### src/rtl/xbar_rr_ctrl_gen.sv
// Round-robin control-word generator feeding an N-to-1 crossbar output stage.
// Grants one requesting input, issues its control word, then holds for PKT_LEN beats.
//
// Ports:
//   clk, reset   : clock, synchronous active-high reset
//   req_val      : per-input valid (crossbar recv_val)
//   xfer_fire    : crossbar output handshake (send_val && send_rdy)
//   control      : control word, grant index in the top bits
//   control_val  : control word valid (ISSUE state)
//   control_rdy  : crossbar accepts control word
//   grant_idx    : currently granted input
//   busy         : high in ISSUE and HOLD
module xbar_rr_ctrl_gen #(
  parameter int N_INPUTS          = 2,
  parameter int CONTROL_BIT_WIDTH = 32,
  parameter int PKT_LEN           = 4
) (
  input  logic                         clk,
  input  logic                         reset,
  input  logic [N_INPUTS-1:0]          req_val,
  input  logic                         xfer_fire,
  output logic [CONTROL_BIT_WIDTH-1:0] control,
  output logic                         control_val,
  input  logic                         control_rdy,
  output logic [$clog2(N_INPUTS)-1:0]  grant_idx,
  output logic                         busy
);

  localparam int IW   = $clog2(N_INPUTS);
  localparam int CW   = CONTROL_BIT_WIDTH;
  localparam int CNTW = $clog2(PKT_LEN+1);

  localparam logic [1:0] IDLE  = 2'd0;
  localparam logic [1:0] ISSUE = 2'd1;
  localparam logic [1:0] HOLD  = 2'd2;

  logic [1:0]      state;
  logic [IW-1:0]   ptr;
  logic [CNTW-1:0] cnt;
  logic [IW-1:0]   sel;

  // Modulo-N add; N need not be a power of two.
  function automatic logic [IW-1:0] add_wrap(
    input logic [IW-1:0] a,
    input int            b
  );
    int s;
    s = int'(a) + b;
    if (s >= N_INPUTS)
      s = s - N_INPUTS;
    return IW'(s);
  endfunction

  // Scan from the farthest offset down so the
  // closest requester at or above ptr wins.
  always_comb begin
    sel = '0;
    for (int i = N_INPUTS-1; i >= 0; i--) begin
      if (req_val[add_wrap(ptr, i)])
        sel = add_wrap(ptr, i);
    end
  end

  always_ff @(posedge clk) begin
    if (reset) begin
      state     <= IDLE;
      ptr       <= '0;
      cnt       <= '0;
      control   <= '0;
      grant_idx <= '0;
    end else begin
      unique case (state)
        IDLE: begin
          if (|req_val) begin
            grant_idx <= sel;
            control   <= {sel, {(CW-IW){1'b0}}};
            state     <= ISSUE;
          end
        end
        ISSUE: begin
          if (control_rdy) begin
            state <= HOLD;
            cnt   <= '0;
          end
        end
        HOLD: begin
          if (xfer_fire) begin
            cnt <= cnt + 1'b1;
            if (cnt == CNTW'(PKT_LEN-1)) begin
              state <= IDLE;
              ptr   <= add_wrap(grant_idx, 1);
            end
          end
        end
        default: state <= IDLE;
      endcase
    end
  end

  assign control_val = (state == ISSUE);
  assign busy        = (state != IDLE);

endmodule

### config.mk
export PLATFORM = sky130hd
export DESIGN_NAME = xbar_rr_ctrl_gen
export DESIGN_NICKNAME = d
export VERILOG_FILES = /design/src/rtl/xbar_rr_ctrl_gen.sv
export SDC_FILE = /design/constraint.sdc
export NUM_CORES = 1
export LEC_CHECK = 0
export BUFFER_PORTS_ARGS = -buffer_cell sky130_fd_sc_hd__buf_2
export CAP_MARGIN = 20
export CELL_PAD_IN_SITES_DETAIL_PLACEMENT = 1
export CELL_PAD_IN_SITES_GLOBAL_PLACEMENT = 1
export CORE_UTILIZATION = 25
export DETAILED_ROUTE_END_ITERATION = 6
export PLACE_DENSITY = 0.71
export SKIP_LAST_GASP = 1
export SYNTH_ARGS = -nofsm -noshare
export SYNTH_HDL_FRONTEND = slang
export SYNTH_SLANG_ARGS = --single-unit
### constraint.sdc
create_clock -name clk -period 1.45 [get_ports clk]
set_input_delay 0.145 -clock clk [delete_from_list [all_inputs] [get_ports clk]]
set_output_delay 0.145 -clock clk [all_outputs]
set_load 0.05 [all_outputs]
==> flow_summary.toml, run 1 <==
[status]
outcome = "finished, final reports clean"

[timing]
min_period_over_period = 0.918
setup_viol = 0
fin_worst_skew_ns = 0.00543
layout_min_cycle_time_ns = 1.33
maxSlewViolCount = 0
fmax_mhz = 752
hold_violations = 0
tns_ns = 0
rsz0062_at_grt = "false"
fin_hold_ws_ns = 0.158

[final_layout]
final_common_cell = "conb_1"
antenna_cells = 0
area_delta_synth_final_pct = -5.92
final_cell_mix = "conb_1, buf_2, dfxtp_1, nor2_1"
drive_above_1_share = 0.155
final_area_um2 = 577
final_nets = 93

[routing]
viasPerCell = 3.63
first_pass_iters = 2
drc = 0
drtAntennaViolNets = 0
finalWirelength_um = 933
routedWlPerCell_um = 8.33
vias = 406
drt-initial-drc-count = 4

[die]
rows = 17
dieArea_mm2 = 0.00265
die_w_um = 51.5
die-height_um = 51.5
start_util = 0.272
io_pins = 41
core-area_mm2 = 0.00225

[global_route]
busiest_layer = "met2"
grt_max_degree = 11
grt_pass1_wl_um = 1500
met1_usage = 0.0743
antenna_found_initial = 0
met2_usage = 0.141
use_met3 = 0.0292
grt_overflow = 0
grt_pass1_vias = 391
grt_usage = 0.0772

[worst_hold_path]
whs_path_depth = 2
hold_path.class = "input pin to register"
min_from = "req_val[1]"
hold_end = "state[0]$_SDFFE_PP0P_"

[worst_setup_path]
crit_buf_inv = 2
slowest_stage = "dfxtp_1"
critPathTopFamily = "flip-flops"
critPathKind = "register to primary output"
worstSetupStartpointType = "register"
worstPathArrival_ns = 1.19
max_stage_delay_ns = 0.49
cp.required_ns = 1.31
endpoint_kind = "primary output"
ff2ff_path_depth = 4
regToRegEndpoint = "cnt[2]$_SDFFE_PP0P_"
ff2ff_setup_slack_ns = 0.13
crit_fanout = 10
timing.rr.start = "cnt[0]$_SDFFE_PP0P_"
worstPathCellList = "nor2_1 -> inv_1 -> buf_2"

[cts]
cts.sink_count = 7
postCtsSetupRepairBufs = 0
cts_tree = "done"
insertion_delay_ns = 0.25
cts.reportedPaths.clkPinSlew_ns = 0.06
cts_hold_buf = 0
cts_buffers = 3
clockBufferDepth = 2
clockRootBuffer = "clkbuf_4"
h-tree-depth = 1
cts-resized-gates = 0

[power_and_ir_drop]
power_density_mw_per_mm2 = 1150
p_leak_uw = 0.000304
irDropWorstVdd_mv = 0.523

[logic_synthesis]
synthAdderAreaFrac = 0.0408
ys_ff_latch = 7
synth_enable_flop_cells = 0
synth_xor_xnor_area_share = 0
ys.flop_type = "dfxtp_1"
synth_cell_types = 24
synth_top_family_by_area = "buffers and inverters"
yosysSeqAreaShare = 0.229
synth_area_per_cell_um2 = 8.17
yosysWarnings = 0
synthesis.instances = 75
synth_compound_area_frac = 0.112
muxShareOfSynthArea = 0.0163
async_flop_share = 0
synth-simple-area-share = 0.161
syn_area_um2 = 613

[run]
drv_cap = 0

[placement]
place_congestion = 0.665
placed_cell_area_um2 = 551
placement.io_buffers = 9
post-dp-hpwl_um = 779
## stage by stage
step           total power [µW]  utilization  std cells  worst slack (ns)
2_1_floorplan               538            -        105             0.183
3_3_place_gp                490        0.244        108             0.203
3_5_place_dp                493        0.244        108             0.129
4_1_cts                     678        0.256        112             0.116
5_1_grt                     706        0.256        112            0.0173
6_report                    665        0.256        112             0.119
## Yosys cell counts (2+ instances only)
library cell	number	area, µm²
ha_1	2	25.0
nor2_1	5	18.8
buf_4	32	240
dfxtp_1	7	140
a21oi_1	2	10.0
or3_1	2	12.5
nand2_1	2	7.51
nand2b_1	2	12.5
o21ai_1	2	10.0
inv_1	3	11.3
nor2b_1	3	18.8
## routing by layer
metal	share of wire	wire, µm
met1	0.39	364
met2	0.53	496
met3	0.077	72
met4	0	0
met5	0	0
## registers in the layout, indices dropped and copies added (netlist names)
register  flops
state         2
ptr           1
control       1
cnt           3
## worst max-delay path by stage
stage	depth (start not counted)	start	end	slack, ns
final	3	state[1]$_SDFFE_PP0P_	busy	0.12
after global routing	3	state[1]$_SDFFE_PP0P_	busy	0.02
after CTS	3	state[1]$_SDFFE_PP0P_	busy	0.12
after detailed placement	4	cnt[0]$_SDFFE_PP0P_	cnt[2]$_SDFFE_PP0P_	0.13
after global placement	4	cnt[0]$_SDFFE_PP0P_	cnt[2]$_SDFFE_PP0P_	0.20
after floorplan	1	state[0]$_SDFFE_PP0P_	control_val	0.18
## layout make-up
| class | count | area, µm² |
|---|---|---|
| repair buffers | 9 | 45.0 |
| fillers | 307 | 1680 |
| inverters | 3 | 11.3 |
| multi-input cells | 61 | 319 |
| clock buffers | 4 | 26.3 |
| flip-flops and latches | 7 | 140 |
| well taps | 28 | 35.0 |
## kinds of logic after synthesis
group | Yosys count
buffers and inverters | 37
adders and majority gates | 2
DFF | 7
other | 1
AOI/OAI and AO/OA | 9
muxes | 1
and+or+nand+nor | 18
## report_power, final
group,total [µW],switching [µW],internal (µW)
sequential,213,11.5,201
combinational,277,245,32.0
clock,176,71.3,105
No activity file was read; power rests on OpenSTA's default activity.
==> inputs of run 2 (changes only) <==
==> constraint.sdc (replaced) <==
create_clock -name clk -period 1.45 [get_ports clk]
set_input_delay 0.29 -clock clk [delete_from_list [all_inputs] [get_ports clk]]
set_output_delay 0.29 -clock clk [all_outputs]
set_load 0.05 [all_outputs]
==> flow_summary.toml, run 2 (synthesis results as in run 1) <==
[power_and_ir_drop]
power_density_mw_per_mm2 = 1150
irDropWorstVdd_mv = 0.494
p_leak_uw = 0.000305
swShare = 0.491
finalPower_uw = 668
power_frac_seq = 0.321
p_sw_uw = 328
p_clk_frac = 0.264
comb_power_share = 0.415
internal-power_uw = 340

[die]
start_util = 0.272
core-area_mm2 = 0.00225
die-height_um = 51.5
io_pins = 41
dieArea_mm2 = 0.00265
rows = 17
die_w_um = 51.5

[timing]
fin_worst_skew_ns = 0.00543
rsz0062_at_grt = "false"
hold_violations = 0
setup_viol = 0
tns_ns = 0
min_period_over_period = 0.921
layout_min_cycle_time_ns = 1.34
maxSlewViolCount = 0
fmax_mhz = 749

[routing]
finalWirelength_um = 932
drc = 0
drt-initial-drc-count = 4
drtAntennaViolNets = 0
first_pass_iters = 2
routedWlPerCell_um = 8.32
vias = 406
viasPerCell = 3.63

[global_route]
grt_usage = 0.0772
grt_overflow = 0
grt_pass1_vias = 391
antenna_found_initial = 0
grt_pass1_wl_um = 1500
grt_max_degree = 11

[final_layout]
fillers = 304
largest_reg_flops = 3
final_cell_mix = "conb_1, buf_2, dfxtp_1, nor2_1"
final_nets = 93
final_common_cell = "conb_1"
antenna_cells = 0
top_regs = "cnt (3), state (2)"
utilization = 0.258
drive_above_1_share = 0.190
regMostFlops = "cnt"
area_delta_synth_final_pct = -5.10

[worst_setup_path]
endpoint_kind = "primary output"
worstPathArrival_ns = 1.05
crit_fanout = 10
critPathTopFamily = "flip-flops"
worstPathCellList = "nor2_2 -> inv_1 -> buf_2"
max_stage_delay_ns = 0.42
crit_buf_inv = 2
slowest_stage = "dfxtp_2"
cp.required_ns = 1.16
critPathKind = "register to primary output"
worstSetupStartpointType = "register"

[cts]
clockBufferDepth = 2
cts.sink_count = 7
insertion_delay_ns = 0.25
clockRootBuffer = "clkbuf_4"
cts_tree = "done"
cts_hold_buf = 0
h-tree-depth = 1
postCtsSetupRepairBufs = 0
cts.reportedPaths.clkPinSlew_ns = 0.06
cts_buffers = 3

[placement]
post-dp-hpwl_um = 779
placement.io_buffers = 9
place_congestion = 0.665

[worst_hold_path]
hold_path.class = "input pin to register"

[run]
drv_cap = 0

[status]
outcome = "finished, final reports clean"
## run 2: power by group through the flow
stage | logic [µW] | clock network, µW | registers [µW]
2_1_floorplan | 320 | 0 | 218
6_report | 277 | 176 | 215
3_5_place_dp | 276 | 0 | 217
4_1_cts | 277 | 189 | 213
5_1_grt | 291 | 200 | 217
3_3_place_gp | 274 | 0 | 217
## run 2: routing by layer
metal,vias to the layer above,GRT usage,share of wire
met3,0,0.0292,0.077
met1,188,0.0743,0.39
met2,20,0.141,0.53
li1,198,-,-
met5,-,0,0
met4,0,0.0405,0
## run 2: cell type report
class,count,area (µm²),share of cell area
sequential,7,143,0.245
clock buffer,4,26.3,0.0452
timing repair buffer,9,45.0,0.0774
tap,28,35.0,0.0602
multi-input combinational,61,322,0.553
inverter,3,11.3,0.0194
## run 2: path summary, 6_finish.rpt
kind | startpoint | slack [ns] | cells past startpoint | to
max | state[1]$_SDFFE_PP0P_ | 0.11 | 3 | busy
min | req_val[1] | 0.30 | 2 | state[0]$_SDFFE_PP0P_
max reg2reg | cnt[0]$_SDFFE_PP0P_ | 0.13 | 4 | cnt[2]$_SDFFE_PP0P_
min reg2reg | ptr$_SDFFE_PP0P_ | 0.49 | 2 | ptr$_SDFFE_PP0P_
## run 2: repair_timing
| action | in CTS | in global routing |
|---|---|---|
| setup endpoints to repair | 1 | 2 |
| cloned | 0 | 0 |
| gates resized for setup | 1 | 2 |
## run 2: through the flow
step / hold slack, ns / instances / worst slack [ns] / instance area (µm²)
after floorplan: 0.435 / 105 / 0.0380 / 726
after global placement: 0.465 / 108 / 0.203 / 551
after CTS: 0.296 / 112 / 0.0497 / 578
after global routing: 0.313 / 112 / 0.0341 / 582
after detailed placement: 0.480 / 108 / 0.129 / 551
final: 0.303 / 112 / 0.114 / 582
